===== config.mk =====
export PLATFORM = sky130hd
export DESIGN_NAME = vga_frame_reader_flat
export DESIGN_NICKNAME = d
export VERILOG_FILES = /design/src/rtl/vga_pkg.sv /design/src/rtl/vga_frame_reader_if.sv /design/src/rtl/vga_timing_gen.sv /design/src/rtl/vga_frame_reader.sv /design/src/flat_wrapper.sv
export SDC_FILE = /design/constraint.sdc
export NUM_CORES = 1
export LEC_CHECK = 0
export BUFFER_PORTS_ARGS = -buffer_cell sky130_fd_sc_hd__buf_2
export CAP_MARGIN = 20
export CORE_ASPECT_RATIO = 0.8
export CORE_MARGIN = 8
export CORE_UTILIZATION = 50
export DETAILED_ROUTE_END_ITERATION = 8
export PLACE_DENSITY = 0.72
export SYNTH_ARGS = -nofsm -noshare
export SYNTH_HDL_FRONTEND = slang
export SYNTH_SLANG_ARGS = --single-unit

===== constraint.sdc =====
create_clock -name CLK -period 2.3 [get_ports CLK]
set_input_delay 0.345 -clock CLK [delete_from_list [all_inputs] [get_ports CLK]]
set_output_delay 0.345 -clock CLK [all_outputs]
set_load 0.01 [all_outputs]

===== src/rtl/vga_pkg.sv =====
// Shared types and defaults for the VGA frame reader: 640x480@60 timing,
// cell geometry and the bit layout of a frame-buffer word.
package vga_pkg;

    typedef logic [9:0] cnt_t;

    localparam int VGA_CLK_DIV  = 2;

    localparam int VGA_H_ACTIVE = 640;
    localparam int VGA_H_FP     = 16;
    localparam int VGA_H_SYNC   = 96;
    localparam int VGA_H_BP     = 48;
    localparam int VGA_H_TOTAL  = VGA_H_ACTIVE + VGA_H_FP + VGA_H_SYNC + VGA_H_BP;
    localparam int VGA_H_SYNC_START = VGA_H_ACTIVE + VGA_H_FP;
    localparam int VGA_H_SYNC_END   = VGA_H_SYNC_START + VGA_H_SYNC - 1;

    localparam int VGA_V_ACTIVE = 480;
    localparam int VGA_V_FP     = 10;
    localparam int VGA_V_SYNC   = 2;
    localparam int VGA_V_BP     = 33;
    localparam int VGA_V_TOTAL  = VGA_V_ACTIVE + VGA_V_FP + VGA_V_SYNC + VGA_V_BP;
    localparam int VGA_V_SYNC_START = VGA_V_ACTIVE + VGA_V_FP;
    localparam int VGA_V_SYNC_END   = VGA_V_SYNC_START + VGA_V_SYNC - 1;

    localparam int VGA_CELL_W    = 40;
    localparam int VGA_CELL_H    = 40;
    localparam int VGA_COLS      = VGA_H_ACTIVE / VGA_CELL_W;
    localparam int VGA_BASE_ADDR = 0;

    localparam int VGA_R_MSB = 23;
    localparam int VGA_R_LSB = 16;
    localparam int VGA_G_MSB = 15;
    localparam int VGA_G_LSB = 8;
    localparam int VGA_B_MSB = 7;
    localparam int VGA_B_LSB = 0;

    function automatic bit is_pow2(input int x);
        return (x > 0) && ((x & (x - 1)) == 0);
    endfunction

endpackage


===== src/rtl/vga_frame_reader_if.sv =====
// Video read port plus the registered pixel/sync outputs of the frame reader.
interface vga_frame_reader_if;
    logic [31:0] av;
    logic [31:0] Rdv;
    logic        hsync;
    logic        vsync;
    logic        de;
    logic [7:0]  r;
    logic [7:0]  g;
    logic [7:0]  b;
    logic        frame_start;

    modport master (output av, hsync, vsync, de, r, g, b, frame_start, input Rdv);
    modport slave  (input av, hsync, vsync, de, r, g, b, frame_start, output Rdv);
endinterface


===== src/rtl/vga_timing_gen.sv =====
// Pixel divider and raster counters; sync/active flags describe the current
// (stage-1) raster position, frame_start marks the tick at (0,0).
module vga_timing_gen
    import vga_pkg::*;
#(
    parameter int CLK_DIV  = VGA_CLK_DIV,
    parameter int H_ACTIVE = VGA_H_ACTIVE,
    parameter int H_FP     = VGA_H_FP,
    parameter int H_SYNC   = VGA_H_SYNC,
    parameter int H_BP     = VGA_H_BP,
    parameter int V_ACTIVE = VGA_V_ACTIVE,
    parameter int V_FP     = VGA_V_FP,
    parameter int V_SYNC   = VGA_V_SYNC,
    parameter int V_BP     = VGA_V_BP
) (
    input  logic clk_i,
    input  logic rst_n_i,
    output logic tick_o,
    output logic h_last_o,
    output logic v_last_o,
    output logic active_o,
    output logic hsync_n_o,
    output logic vsync_n_o,
    output logic frame_start_o
);
    localparam int H_TOTAL = H_ACTIVE + H_FP + H_SYNC + H_BP;
    localparam int V_TOTAL = V_ACTIVE + V_FP + V_SYNC + V_BP;
    localparam int H_SS    = H_ACTIVE + H_FP;
    localparam int H_SE    = H_SS + H_SYNC - 1;
    localparam int V_SS    = V_ACTIVE + V_FP;
    localparam int V_SE    = V_SS + V_SYNC - 1;
    localparam int DIV_W   = (CLK_DIV > 1) ? $clog2(CLK_DIV) : 1;

    logic [DIV_W-1:0] div_q, div_d;
    cnt_t             hcnt_q, hcnt_d;
    cnt_t             vcnt_q, vcnt_d;
    logic             tick;

    assign h_last_o = (hcnt_q == cnt_t'(H_TOTAL - 1));
    assign v_last_o = (vcnt_q == cnt_t'(V_TOTAL - 1));

    always_comb begin
        tick   = (div_q == DIV_W'(CLK_DIV - 1));
        div_d  = tick ? '0 : div_q + 1'b1;
        hcnt_d = hcnt_q;
        vcnt_d = vcnt_q;
        if (tick) begin
            if (h_last_o) begin
                hcnt_d = '0;
                vcnt_d = v_last_o ? '0 : vcnt_q + 1'b1;
            end else begin
                hcnt_d = hcnt_q + 1'b1;
            end
        end
    end

    always_ff @(posedge clk_i or negedge rst_n_i) begin
        if (!rst_n_i) begin
            div_q  <= '0;
            hcnt_q <= '0;
            vcnt_q <= '0;
        end else begin
            div_q  <= div_d;
            hcnt_q <= hcnt_d;
            vcnt_q <= vcnt_d;
        end
    end

    assign tick_o        = tick;
    assign active_o      = (hcnt_q < cnt_t'(H_ACTIVE)) && (vcnt_q < cnt_t'(V_ACTIVE));
    assign hsync_n_o     = !((hcnt_q >= cnt_t'(H_SS)) && (hcnt_q <= cnt_t'(H_SE)));
    assign vsync_n_o     = !((vcnt_q >= cnt_t'(V_SS)) && (vcnt_q <= cnt_t'(V_SE)));
    assign frame_start_o = tick && (hcnt_q == '0) && (vcnt_q == '0);

endmodule


===== src/rtl/vga_frame_reader.sv =====
// Scans a cell-mapped frame buffer over the memory video port and emits RGB888 + syncs.
// Build option VGA_GRID_EN overlays a 1-pixel white grid on cell borders.
module vga_frame_reader
    import vga_pkg::*;
#(
    parameter int CLK_DIV   = VGA_CLK_DIV,
    parameter int H_ACTIVE  = VGA_H_ACTIVE,
    parameter int H_FP      = VGA_H_FP,
    parameter int H_SYNC    = VGA_H_SYNC,
    parameter int H_BP      = VGA_H_BP,
    parameter int V_ACTIVE  = VGA_V_ACTIVE,
    parameter int V_FP      = VGA_V_FP,
    parameter int V_SYNC    = VGA_V_SYNC,
    parameter int V_BP      = VGA_V_BP,
    parameter int CELL_W    = VGA_CELL_W,
    parameter int CELL_H    = VGA_CELL_H,
    parameter int COLS      = H_ACTIVE / CELL_W,
    parameter int BASE_ADDR = VGA_BASE_ADDR
) (
    input  logic               CLK,
    input  logic               RST_n,
    vga_frame_reader_if.master vid
);
    logic tick, h_last, v_last, active, hsync_n, vsync_n, frame_start;

    vga_timing_gen #(
        .CLK_DIV (CLK_DIV),
        .H_ACTIVE(H_ACTIVE), .H_FP(H_FP), .H_SYNC(H_SYNC), .H_BP(H_BP),
        .V_ACTIVE(V_ACTIVE), .V_FP(V_FP), .V_SYNC(V_SYNC), .V_BP(V_BP)
    ) u_timing (
        .clk_i        (CLK),
        .rst_n_i      (RST_n),
        .tick_o       (tick),
        .h_last_o     (h_last),
        .v_last_o     (v_last),
        .active_o     (active),
        .hsync_n_o    (hsync_n),
        .vsync_n_o    (vsync_n),
        .frame_start_o(frame_start)
    );

    cnt_t        px_q, px_d, col_q, col_d;
    cnt_t        ln_q, ln_d, row_q, row_d;
    logic [31:0] row_base;
    logic [31:0] av_q, av_d;
    logic        act1_q, act1_d, hs1_q, hs1_d, vs1_q, vs1_d;
    logic        de_q, de_d, hsync_q, hsync_d, vsync_q, vsync_d;
    logic [23:0] rgb_q, rgb_d, rdv_rgb, pix_word;
    logic        unused_rdv;

    assign rdv_rgb    = {vid.Rdv[VGA_R_MSB:VGA_R_LSB], vid.Rdv[VGA_G_MSB:VGA_G_LSB],
                         vid.Rdv[VGA_B_MSB:VGA_B_LSB]};
    assign unused_rdv = ^vid.Rdv[31:24];

    // row*COLS: a plain shift for power-of-two widths, else a per-row accumulator
    if (is_pow2(COLS)) begin : g_shift
        assign row_base = 32'(row_q) << $clog2(COLS);
    end else begin : g_accum
        logic [31:0] rb_q, rb_d;
        always_comb begin
            rb_d = rb_q;
            if (tick && h_last) begin
                if (v_last) begin
                    rb_d = '0;
                end else if (ln_q == cnt_t'(CELL_H - 1)) begin
                    rb_d = rb_q + 32'(COLS);
                end
            end
        end
        always_ff @(posedge CLK or negedge RST_n) begin
            if (!RST_n) rb_q <= '0;
            else        rb_q <= rb_d;
        end
        assign row_base = rb_q;
    end

`ifdef VGA_GRID_EN
    logic grid1_q, grid1_d;
    assign pix_word = grid1_q ? 24'hFF_FFFF : rdv_rgb;
`else
    assign pix_word = rdv_rgb;
`endif

    always_comb begin
        px_d    = px_q;
        col_d   = col_q;
        ln_d    = ln_q;
        row_d   = row_q;
        av_d    = av_q;
        act1_d  = act1_q;
        hs1_d   = hs1_q;
        vs1_d   = vs1_q;
        de_d    = de_q;
        hsync_d = hsync_q;
        vsync_d = vsync_q;
        rgb_d   = rgb_q;
`ifdef VGA_GRID_EN
        grid1_d = grid1_q;
`endif
        if (tick) begin
            if (h_last) begin
                px_d  = '0;
                col_d = '0;
                if (v_last) begin
                    ln_d  = '0;
                    row_d = '0;
                end else if (ln_q == cnt_t'(CELL_H - 1)) begin
                    ln_d  = '0;
                    row_d = row_q + 1'b1;
                end else begin
                    ln_d  = ln_q + 1'b1;
                end
            end else if (px_q == cnt_t'(CELL_W - 1)) begin
                px_d  = '0;
                col_d = col_q + 1'b1;
            end else begin
                px_d  = px_q + 1'b1;
            end

            // stage 1: address of the current pixel; held through blanking
            if (active) av_d = 32'(BASE_ADDR) + row_base + 32'(col_q);
            act1_d = active;
            hs1_d  = hsync_n;
            vs1_d  = vsync_n;
`ifdef VGA_GRID_EN
            grid1_d = (px_q == '0) || (ln_q == '0);
`endif
            // stage 2: read data for the previous tick's address
            de_d    = act1_q;
            hsync_d = hs1_q;
            vsync_d = vs1_q;
            rgb_d   = act1_q ? pix_word : '0;
        end
    end

    always_ff @(posedge CLK or negedge RST_n) begin
        if (!RST_n) begin
            px_q    <= '0;
            col_q   <= '0;
            ln_q    <= '0;
            row_q   <= '0;
            av_q    <= 32'(BASE_ADDR);
            act1_q  <= 1'b0;
            hs1_q   <= 1'b1;
            vs1_q   <= 1'b1;
            de_q    <= 1'b0;
            hsync_q <= 1'b1;
            vsync_q <= 1'b1;
            rgb_q   <= '0;
`ifdef VGA_GRID_EN
            grid1_q <= 1'b0;
`endif
        end else begin
            px_q    <= px_d;
            col_q   <= col_d;
            ln_q    <= ln_d;
            row_q   <= row_d;
            av_q    <= av_d;
            act1_q  <= act1_d;
            hs1_q   <= hs1_d;
            vs1_q   <= vs1_d;
            de_q    <= de_d;
            hsync_q <= hsync_d;
            vsync_q <= vsync_d;
            rgb_q   <= rgb_d;
`ifdef VGA_GRID_EN
            grid1_q <= grid1_d;
`endif
        end
    end

    assign vid.av          = av_q;
    assign vid.hsync       = hsync_q;
    assign vid.vsync       = vsync_q;
    assign vid.de          = de_q;
    assign vid.r           = rgb_q[23:16];
    assign vid.g           = rgb_q[15:8];
    assign vid.b           = rgb_q[7:0];
    assign vid.frame_start = frame_start;

endmodule


===== src/flat_wrapper.sv =====
// flat-port wrapper written by rule: the top's interface ports become plain ports
module vga_frame_reader_flat import vga_pkg::*;
#(
    parameter int CLK_DIV   = VGA_CLK_DIV,
    parameter int H_ACTIVE  = VGA_H_ACTIVE,
    parameter int H_FP      = VGA_H_FP,
    parameter int H_SYNC    = VGA_H_SYNC,
    parameter int H_BP      = VGA_H_BP,
    parameter int V_ACTIVE  = VGA_V_ACTIVE,
    parameter int V_FP      = VGA_V_FP,
    parameter int V_SYNC    = VGA_V_SYNC,
    parameter int V_BP      = VGA_V_BP,
    parameter int CELL_W    = VGA_CELL_W,
    parameter int CELL_H    = VGA_CELL_H,
    parameter int COLS      = H_ACTIVE / CELL_W,
    parameter int BASE_ADDR = VGA_BASE_ADDR
)
  (CLK, RST_n, vid_av, vid_hsync, vid_vsync, vid_de, vid_r, vid_g, vid_b, vid_frame_start, vid_Rdv);
  vga_frame_reader_if vid_i ();
  input  logic CLK;
  input  logic RST_n;
  output wire logic [$bits(vid_i.av)-1:0] vid_av;
  output wire logic [$bits(vid_i.hsync)-1:0] vid_hsync;
  output wire logic [$bits(vid_i.vsync)-1:0] vid_vsync;
  output wire logic [$bits(vid_i.de)-1:0] vid_de;
  output wire logic [$bits(vid_i.r)-1:0] vid_r;
  output wire logic [$bits(vid_i.g)-1:0] vid_g;
  output wire logic [$bits(vid_i.b)-1:0] vid_b;
  output wire logic [$bits(vid_i.frame_start)-1:0] vid_frame_start;
  input wire logic [$bits(vid_i.Rdv)-1:0] vid_Rdv;
  assign vid_av = vid_i.av;
  assign vid_hsync = vid_i.hsync;
  assign vid_vsync = vid_i.vsync;
  assign vid_de = vid_i.de;
  assign vid_r = vid_i.r;
  assign vid_g = vid_i.g;
  assign vid_b = vid_i.b;
  assign vid_frame_start = vid_i.frame_start;
  assign vid_i.Rdv = vid_Rdv;
  vga_frame_reader #(.CLK_DIV(CLK_DIV), .H_ACTIVE(H_ACTIVE), .H_FP(H_FP), .H_SYNC(H_SYNC), .H_BP(H_BP), .V_ACTIVE(V_ACTIVE), .V_FP(V_FP), .V_SYNC(V_SYNC), .V_BP(V_BP), .CELL_W(CELL_W), .CELL_H(CELL_H), .COLS(COLS), .BASE_ADDR(BASE_ADDR)) u_core (.CLK(CLK), .RST_n(RST_n), .vid(vid_i));
endmodule

==> impl_results.md, run 1 <==
- Root buf cell: clkbuf_16
- Total CTS buffers: 9
- Setup TNS: 0 ns
- Layout cells sized above 1: 20.2%
- Gate power share: 4.0%
- Clk sinks: 106
- Max IR drop VDD: 0.000339 V
- CTS tree: done
- Pin count of the biggest net entering global routing: 61
- GRT Total Usage: 16.8%
- Syn avg cell area: 9.55 um^2
- Number of flops mapped to enable cells by yosys: 0
- Area occupied by multi-input gates: 2460 um^2
- CP bufs+invs: 2
- Vias/cell: 5.35
- Synth cell types: 55
- Remaining routing DRC violations: 0
- Yosys reg bits: 106
- CP delay by family, top: simple AND/OR/NAND/NOR gates
- Relative slew slack: 47.3%
- Hold slack: 0.0332 ns
- Placement Cell Area: 5960 um^2
- Outcome: complete, no violations
- NumNets Final: 688
- Final instance area: 6280 um^2
- Commonest non-fill, non-tap cell in the layout: dfrtp_1
- Port Buffer Count: 68
- Crit path launch type: flop
- Max Clock Skew: 0.00934 ns
- Die Ht: 109 um
- Critical path type: flop to output port
- CP Capture Type: output port
- Worst Path Arrival: 1.89 ns
- Area Growth Syn to Fin: 15.7%
- Post-Syn Area: 5420 um^2
- CP Max Fanout: 7
- Routed WL per cell: 14.8 um
- Die Wd: 132 um
- Filler cells: 962
- Max Fclk: 0.447 GHz
- Largest stage delay, worst path: 0.55 ns
- Clock transition at the registers of the reported paths: 0.07 ns
- Leak: 3.06 nW
- Final setup violation count: 0
- RSZ-0062 raised after global routing: no
- Synth Warn #: 0
- Number of global-route vias before repair: 4149
- Critical path required time: 1.96 ns
- Total Wirelength: 11700 um
- Max cap viols: 0
- First-pass GRT wire length: 20200 um
- Initial Util: 50.6%
- HP Class: primary input to async pin
- Internal power: 2.70 mW
- Iter 0 DRT Violations: 276
- Clock tree buffer depth: 2
- Hold Fails Final Rpt: 0
- Main flop type after synthesis: dfrtp_1
- Clk pwr share: 42.3%
- Net Sw Power: 833 uW
- Commonest non-fill, non-tap cells in the layout: dfrtp_1, o21ai_0, buf_2
- Initial antenna violation count: 0
- DR pass1 iterations: 4
- DP HPWL: 8560 um
- CP cell instances: buf_4, or4_1, nor4_2, buf_2
- Max H-tree Level: 3
- Core area: 10700 um^2
- Via count: 4216
- Final worst path period share: 97.2%
- Fraction of registers with async set/reset: 100%
- # diodes: 0
- Post-CTS Setup Bufs: 0
- Slew @ Worst Pin: 0.791 ns
- Mapped Cells: 568
- Die ar.: 14500 um^2
- Pins Over Slew Limit: 0
- Sequential cell area: 2660 um^2
- GP Congestion: 0.841
- Post-DRT Antenna Nets: 0
- Cell Pwr Density: 562 nW/um^2
- Sequential power share: 53.7%
- Tmin final: 2.24 ns
- CP max stage cell: or4_1
- Sequential share of the synthesized area: 49.0%
- Worst-Skew Late Latency: 0.35 ns
- Grt ovf: 0
- Switching Share: 23.6%
- Row cnt: 34
- Num ports: 94
final timing paths:
check | start | endpoint | slack (ns) | cells after the start
max | u_core.u_timing.hcnt_q[4]$_DFFE_PN0P_ | vid_frame_start | 0.06 | 4
min reg2reg | u_core.vid.av[9]$_DFFE_PN0P_ | u_core.vid.av[9]$_DFFE_PN0P_ | 0.48 | 2
max reg2reg | u_core.u_timing.hcnt_q[5]$_DFFE_PN0P_ | u_core.u_timing.vcnt_q[8]$_DFFE_PN0P_ | 0.15 | 6
min in group CLK | vid_Rdv[4] | u_core.rgb_q[4]$_DFFE_PN0P_ | 0.23 | 3
max in group asynchronous | RST_n | u_core.col_q[9]$_DFFE_PN0P_ | 1.65 | 2
min | RST_n | u_core.u_timing.vcnt_q[2]$_DFFE_PN0P_ | 0.03 | 1
logic make-up (layout without fill, tap and decap cells):
family	count (synthesis)	count (layout)	share of synthesized area [%]
other	1	17	0.0691
and+or+nand+nor	207	207	20.3
AOI/OAI and AO/OA	114	114	12.2
adders and majority gates	15	15	3.60
xor gates and xnor gates	33	33	5.33
muxes	12	12	2.42
DFF	106	106	49.0
buffers and inverters	80	140	7.06
sequential cells by signal, summed over array words and instances, names as in the netlist:
name / cells
u_core.rgb_q: 24
u_core.vid.av: 15
u_core.col_q: 10
u_core.ln_q: 10
u_core.px_q: 10
u_core.row_q: 10
u_core.u_timing.hcnt_q: 10
u_core.u_timing.vcnt_q: 10
u_core.act1_q: 1
u_core.hs1_q: 1
u_core.u_timing.tick_o: 1
u_core.vid.de: 1
u_core.vid.hsync: 1
u_core.vid.vsync: 1
u_core.vs1_q: 1
timing repair:
action	4_1_cts	5_1_grt
endpoints found under the setup margin	1	1
resized for setup	2	1
hold buffers	0	0
hold endpoints to repair	0	0
pin swaps	0	1
power groups by stage:
stage / logic (mW) / clock network, mW / registers (mW)
6_report: 0.141 / 1.49 / 1.89
5_1_grt: 0.165 / 1.63 / 1.90
4_1_cts: 0.145 / 1.54 / 1.89
3_5_place_dp: 0.144 / 0 / 1.93
3_3_place_gp: 0.139 / 0 / 1.93
2_1_floorplan: 0.0564 / 0 / 1.94
cell type report:
class | count | area share (%)
clock buffers | 9 | 3.59
clock inverters | 7 | 1.08
inverters | 35 | 2.09
multi-input cells | 398 | 39.2
flip-flops and latches | 106 | 42.4
well taps | 144 | 2.87
repair buffers | 89 | 8.77
metrics by stage:
stage | instances | setup WS, ns | utilization, % | power (mW)
finish | 788 | 0.0634 | 58.5 | 3.53
global route | 788 | 0.00585 | 58.5 | 3.69
CTS | 788 | 0.0136 | 58.5 | 3.58
detailed placement | 772 | 0.176 | 55.6 | 2.08
global placement | 772 | 0.216 | 55.6 | 2.07
floorplan | 584 | 0.272 | - | 2.00
Yosys cell counts (all sizes together), types with 2 or more instances:
cell     count  area, um^2
a211oi       2        15.0
a21oi        9        45.0
a31oi        2        12.5
and2         6        37.5
and3        17         106
and4         2        17.5
buf         26         180
clkbuf      19        71.3
dfrtp      102        2550
dfstp        4         105
ha          14         175
inv         35         131
mux2         9         101
mux2i        3        30.0
nand2       48         180
nand2b       5        31.3
nand3       45         225
nand3b       2        15.0
nand4       12        75.1
nand4b       4        35.0
nor2        35         148
nor2b        2        12.5
nor3        13        86.3
nor4         4        40.0
nor4b        2        17.5
o2111ai      5        50.0
o211ai       4        30.0
o21a         3        22.5
o21ai       74         370
o31ai        7        52.6
or3          6        37.5
xnor2        9        78.8
xor2        24         210
per-layer routing:
| layer | GRT usage (%) | wire length (um) | vias to the layer above |
|---|---|---|---|
| met5 | 0 | 0 | - |
| met1 | 22.6 | 5560 | 2014 |
| met2 | 26.5 | 5340 | 115 |
| met3 | 4.42 | 682 | 9 |
| met4 | 4.69 | 100 | 0 |
| li1 | - | - | 2078 |
worst register-to-register path, delay by kind of cell, from the launching register on:
family	cells	cell delay [ns]
buffers and inverters	1	0.23
multiplexers	1	0.28
flip-flops	1	0.39
AND/OR/NAND/NOR	4	1.13
(Power assumes the default switching activity.)
==> run 2, diff against run 1 <==
==> constraint.sdc (replaced) <==
create_clock -name CLK -period 2.65 [get_ports CLK]
set_input_delay 0.1325 -clock CLK [delete_from_list [all_inputs] [get_ports CLK]]
set_output_delay 0.1325 -clock CLK [all_outputs]
set_load 0.01 [all_outputs]
==> run 2 against run 1 <==
Non-clock buffer count decreased by 11. Global-route usage decreased by 0.89 points. Register-to-register slack improved by 0.07 ns. Clock power decreased by 11%. Critical path type is now flop to flop.
==> impl_results.md, run 2 (same netlist as run 1, synthesis figures left out) <==
- GP Congestion: 0.829 (-1.4%)
- Pin count of the biggest net entering global routing: 77 (+26%)
- Max Clock Skew: 0.00993 ns (+0.000589 ns)
- Post-DRT Antenna Nets: 0 (unchanged)
- Max reg flops: 24 (unchanged)
- Commonest non-fill, non-tap cell in the layout: dfrtp_1
- Worst-Skew Late Latency: 0.34 ns (about the same)
- Via count: 4225 (+0.21%)
- GRT Total Usage: 15.9% (-0.89 points)
- DP HPWL: 8140 um (-4.9%)
- Max cap viols: 0 (unchanged)
- Final worst path period share: 91.6%
- Die ar.: 14500 um^2 (unchanged)
- DR pass1 iterations: 4 (unchanged)
- Slew @ Worst Pin: 0.787 ns (-0.00401 ns)
- Post-CTS Setup Bufs: 0 (unchanged)
- Most flops, register: u_core.rgb_q
- Commonest non-fill, non-tap cells in the layout: dfrtp_1, o21ai_0, buf_2
- Net Sw Power: 733 uW (-12%)
- Total Wirelength: 11300 um (-2.8%)
- Vias/cell: 5.44 (+1.6%)
- CP Capture Type: flop
- Relative slew slack: 47.5% (+0.27 points)
- Final instance area: 6150 um^2 (-1.9%)
- Die Wd: 132 um (unchanged)
- Layout cells sized above 1: 18.2% (-2.0 points)
- Outcome: complete, no violations
- Switching Share: 23.8% (+0.17 points)
- CP max stage cell: or3_1
- CP cell instances: or4b_4, or3_1, nor2_8, nand4_1, o21ai_0
- Port Buffer Count: 68 (unchanged)
- Total CTS buffers: 9 (unchanged)
- Number of global-route vias before repair: 4136 (-0.31%)
- # diodes: 0 (unchanged)
- Worst Path Arrival: 2.68 ns (+0.79 ns)
- Pins Over Slew Limit: 0 (unchanged)
- Max H-tree Level: 3 (unchanged)
- Row cnt: 34 (unchanged)
- Sequential power share: 53.3% (-0.4 points)
- HP Class: primary input to flop
- Final setup violation count: 0 (unchanged)
- Grt ovf: 0 (unchanged)
- Clk sinks: 106 (unchanged)
- Gate power share: 3.9% (about the same)
- Placement Cell Area: 5840 um^2 (-2.1%)
- First-pass GRT wire length: 19400 um (-4.3%)
- Area Growth Syn to Fin: 13.5%
- Die Ht: 109 um (unchanged)
- Num ports: 94 (unchanged)
- NumNets Final: 677 (-1.6%)
- Root buf cell: clkbuf_16
- Initial Util: 50.6% (unchanged)
- Clk pwr share: 42.8% (+0.5 points)
- Total design power: 3.08 mW (-13%)
- Tmin final: 2.43 ns
- Setup TNS: 0 ns (unchanged)
- Iter 0 DRT Violations: 311 (+13%)
- Core area: 10700 um^2 (unchanged)
- Critical path required time: 2.90 ns (+0.94 ns)
- Max IR drop VDD: 0.000304 V (-10%)
- Leak: 2.98 nW (-2.5%)
- Remaining routing DRC violations: 0 (unchanged)
- Routed WL per cell: 14.6 um (-1.4%)
- CP Max Fanout: 17 (+10)
- Cell Pwr Density: 501 nW/um^2 (-11%)
- Max Fclk: 0.412 GHz
- RSZ-0062 raised after global routing: no
- Clock transition at the registers of the reported paths: 0.08 ns (about the same)
- Hold Fails Final Rpt: 0 (unchanged)
- CTS tree: done
- Crit path launch type: flop
- Initial antenna violation count: 0 (unchanged)
- Internal power: 2.35 mW (-13%)
- Clock tree buffer depth: 2 (unchanged)
- Largest stage delay, worst path: 0.71 ns (+0.16 ns)
- Critical path type: flop to flop
[run 2: cell types whose count changed in the layout (fill, tap and decap cells not counted)]
cell,previous run,this run
buf_12,4,1
clkinv_8,1,2
nor4_2,1,0
nor4b_1,0,2
nor4_1,2,3
clkinv_2,1,0
buf_4,18,9
nor4b_2,2,0
inv_8,1,3
inv_6,3,0
dlygate4sd3_1,0,1
clkinvlp_4,0,1
[run 2: path summary, 6_finish.rpt]
path,slack [ns],end,from,cells past startpoint
hold reg to reg,0.48,u_core.vid.av[12]$_DFFE_PN0P_,u_core.vid.av[12]$_DFFE_PN0P_,2
max in group asynchronous,1.50,u_core.vs1_q$_DFFE_PN1P_,RST_n,3
setup reg to reg,0.22,u_core.row_q[3]$_DFFE_PN0P_,u_core.u_timing.hcnt_q[5]$_DFFE_PN0P_,5
setup / recovery,0.22,u_core.row_q[3]$_DFFE_PN0P_,u_core.u_timing.hcnt_q[5]$_DFFE_PN0P_,5
hold / removal,0.01,u_core.rgb_q[1]$_DFFE_PN0P_,vid_Rdv[1],3
min in group asynchronous,0.39,u_core.ln_q[0]$_DFFE_PN0P_,RST_n,2
[run 2: power groups by stage]
stage,Combinational (mW),Sequential [mW],Clock [mW]
detailed placement,0.121,1.68,0
global route,0.138,1.65,1.42
finish,0.119,1.64,1.32
CTS,0.122,1.64,1.36
floorplan,0.0489,1.69,0
global placement,0.117,1.67,0
[run 2: cell type report]
type | instances | area, um^2
fillers | 965 | 4570
flip-flops and latches | 106 | 2660
multi-input cells | 398 | 2440
repair buffers | 78 | 433
clock buffers | 9 | 225
well taps | 144 | 180
inverters | 35 | 131
clock inverters | 7 | 82.6
[run 2: metal layers]
layer | up-vias | global-route usage (%) | routed length (um)
li1 | 2072 | - | -
met1 | 2036 | 20.1 | 5230
met2 | 104 | 25.8 | 5260
met3 | 13 | 5.25 | 738
met4 | 0 | 4.61 | 114
met5 | - | 0 | 0
[run 2: worst max-delay path, delay by kind of cell (launching register included)]
| kind | cells | cell delay [ns] |
|---|---|---|
| AND/OR/NAND/NOR | 4 | 1.68 |
| flip-flops | 1 | 0.46 |
| AO/OA/AOI/OAI | 1 | 0.19 |
[run 2: timing repair]
item,CTS,global route
hold buffers,1,0
gates resized for setup,0,0
endpoints found under the hold margin,59,0
[run 2: stage by stage]
stage               std cells  hold WS (ns)  setup slack [ns]  util, %
CTS                       777        0.0106             0.222     57.4
floorplan                 584        -0.163             0.622        -
global placement          760         0.256             0.312     54.4
global route              777        0.0241            0.0662     57.4
finish                    777        0.0144             0.223     57.4
detailed placement        760         0.258             0.257     54.4
==> run 3, diff against run 2 <==
CORE_UTILIZATION = 55   (was 50)
CTS_CLUSTER_DIAMETER = 120   (was default)
PLACE_DENSITY = 0.79   (was 0.72)
==> run 3 against run 2 <==
Global-route usage is 1.6 points higher. Via count grew 0.78%. Clock skew is 0.0022 ns lower. Clock power increased by 7%. Count of clock-buffer cells in the layout up 1. Worst hold slack improved by 0.00058 ns. Register-to-register slack improved by 0.05 ns. Fmax up 2.2%. Total power increased by 2.7%. Highest routed layer unchanged.
==> impl_results.md, run 3 (same netlist as run 1, synthesis figures left out) <==
- Outcome: complete, no violations
- Grt ovf: 0 (unchanged)
- Clock tree buffer depth: 2 (unchanged)
- Post-DRT Antenna Nets: 0 (unchanged)
- Max IR drop VDD: 0.000411 V (+35%)
- Reg2Reg Depth: 5 (unchanged)
- HP Start: vid_Rdv[22]
- Cell Pwr Density: 514 nW/um^2 (+2.5%)
- FF-to-FF End: u_core.ln_q[9]$_DFFE_PN0P_
- Hold buffer count at cts: 1 (unchanged)
- Total Wirelength: 11500 um (+1.4%)
- Row cnt: 32 (-5.9%)
- Total design power: 3.17 mW (+2.7%)
- Leak: 3.01 nW (+1.0%)
- WHS Endpoint: u_core.rgb_q[22]$_DFFE_PN0P_
- Critical path type: flop to flop
- Vias/cell: 5.64 (+3.7%)
- Iter 0 DRT Violations: 304 (-2.3%)
- DRT met1 WL: 5290 um (+0.97%)
- Relative slew slack: 47.9% (+0.35 points)
- CP cell instances: or4b_4, or3_1, nor3_4, xnor2_1, nor2_1
- Initial Util: 56.4% (+5.9 points)
- Crit path launch type: flop
- Largest stage delay, worst path: 0.70 ns (about the same)
- Die Ht: 105 um (-4.0%)
- Max H-tree Level: 3 (unchanged)
- Via count: 4258 (+0.78%)
- Most flops, register: u_core.rgb_q
- Worst-Skew Late Latency: 0.35 ns (about the same)
- Hold path depth: 3 (unchanged)
- Commonest non-fill, non-tap cell in the layout: dfrtp_1
- GRT Total Usage: 17.5% (+1.6 points)
- Root buf cell: clkbuf_16
- CP Capture Type: flop
- First-pass GRT wire length: 19300 um (-0.14%)
- Remaining routing DRC violations: 0 (unchanged)
- Num ports: 94 (unchanged)
- Commonest non-fill, non-tap cells in the layout: dfrtp_1, o21ai_0, buf_2
- Hold Fails Final Rpt: 0 (unchanged)
- Max Fclk: 0.421 GHz (+2.2%)
- DP HPWL: 8170 um (+0.40%)
- Final setup violation count: 0 (unchanged)
- Final core utilization: 64.2% (+6.8 points)
- HP Class: primary input to flop
- Critical path required time: 2.88 ns (-0.02 ns)
- Pin count of the biggest net entering global routing: 77 (unchanged)
- Max reg flops: 24 (unchanged)
- Clock transition at the registers of the reported paths: 0.07 ns (about the same)
- Max cap viols: 0 (unchanged)
- Die Wd: 127 um (-4.1%)
- Port Buffer Count: 68 (unchanged)
- Setup TNS: 0 ns (unchanged)
- Die ar.: 13300 um^2 (-7.9%)
- Layout cells sized above 1: 18.6% (+0.39 points)
- RSZ-0062 raised after global routing: no
- Slew @ Worst Pin: 0.782 ns (-0.00520 ns)
- Routed WL per cell: 15.2 um (+4.3%)
- Reg2reg start: u_core.u_timing.hcnt_q[5]$_DFFE_PN0P_
- Post-CTS Setup Bufs: 0 (unchanged)
- GP Congestion: 0.842 (+1.5%)
- DR pass1 iterations: 5 (+1)
- Initial antenna violation count: 0 (unchanged)
- Crit path launch: u_core.u_timing.hcnt_q[5]$_DFFE_PN0P_
- Area Growth Syn to Fin: 13.7%
- Pins Over Slew Limit: 0 (unchanged)
- Total CTS buffers: 9 (unchanged)
- Final worst path period share: 89.6% (-2.0 points)
- Clk sinks: 106 (unchanged)
- Top sig layer: met4
- Post-cts sizing count: 0 (unchanged)
- Tmin final: 2.37 ns (-0.0525 ns)
- Core area: 9610 um^2 (-10%)
- CP Max Fanout: 18 (+1)
- CP max stage cell: or3_1
- Max Clock Skew: 0.00771 ns (-0.00222 ns)
- Number of global-route vias before repair: 4021 (-2.8%)
- Met2 Wirelength: 5270 um (+0.17%)
- NumNets Final: 680 (+0.44%)
- WL met3: 821 um (+11%)
- CTS tree: done
- R2R setup slack: 0.28 ns (+0.05 ns)
- # diodes: 0 (unchanged)
- Worst Path Arrival: 2.61 ns (-0.07 ns)
-- run 3: cell types whose count changed in the layout (fill, tap and decap cells not counted), sizes merged --
cell      change
clkinvlp      -1
buf           +3
clkinv        -3
inv           +2
bufinv        +1
clkbuf        +1
-- run 3: area by class of cell --
cell class / instances / area [um^2]
Multi-Input combinational cell: 398 / 2440
Sequential cell: 106 / 2660
Inverter: 35 / 131
Clock inverter: 6 / 78.8
Tap cell: 119 / 149
Fill cell: 770 / 3440
Timing Repair Buffer: 81 / 468
Clock buffer: 10 / 239
-- run 3: where the power goes --
group	switching (mW)	internal [mW]	total, mW
sequential	0.00926	1.64	1.64
combinational	0.0774	0.0410	0.118
clock	0.624	0.782	1.41
total	0.711	2.46	3.17
-- run 3: worst max-delay path, delay by kind of cell, from the launching register on --
kind	cells	cell delay, ns
and+or+nand+nor	4	1.66
DFF	1	0.45
xor gates and xnor gates	1	0.13
-- run 3: metal layers --
| layer | up-vias | GRT usage, % |
|---|---|---|
| met2 | 134 | 27.1 |
| met1 | 2039 | 23.3 |
| met3 | 11 | 5.18 |
| met5 | - | 0 |
| li1 | 2074 | - |
| met4 | 0 | 5.25 |
-- run 3: how the worst max path moves through the flow --
stage / end / slack [ns] / depth (start not counted)
6_report: u_core.ln_q[9]$_DFFE_PN0P_ / 0.28 / 5
5_1_grt: u_core.row_q[9]$_DFFE_PN0P_ / 0.11 / 7
4_1_cts: u_core.ln_q[9]$_DFFE_PN0P_ / 0.29 / 5
3_5_place_dp: u_core.ln_q[9]$_DFFE_PN0P_ / 0.29 / 5
3_3_place_gp: u_core.ln_q[9]$_DFFE_PN0P_ / 0.32 / 5
2_1_floorplan: u_core.ln_q[6]$_DFFE_PN0P_ / 0.62 / 6
-- run 3: stage by stage --
| stage | instance area [um^2] | cells | hold slack [ns] | worst slack, ns |
|---|---|---|---|---|
| 3_5_place_dp | 5840 | 738 | 0.260 | 0.294 |
| 5_1_grt | 6170 | 755 | 0.0185 | 0.109 |
| 6_report | 6170 | 755 | 0.0150 | 0.276 |
| 4_1_cts | 6170 | 755 | 0.00831 | 0.288 |
| 2_1_floorplan | 5480 | 584 | -0.163 | 0.622 |
| 3_3_place_gp | 5840 | 738 | 0.266 | 0.323 |
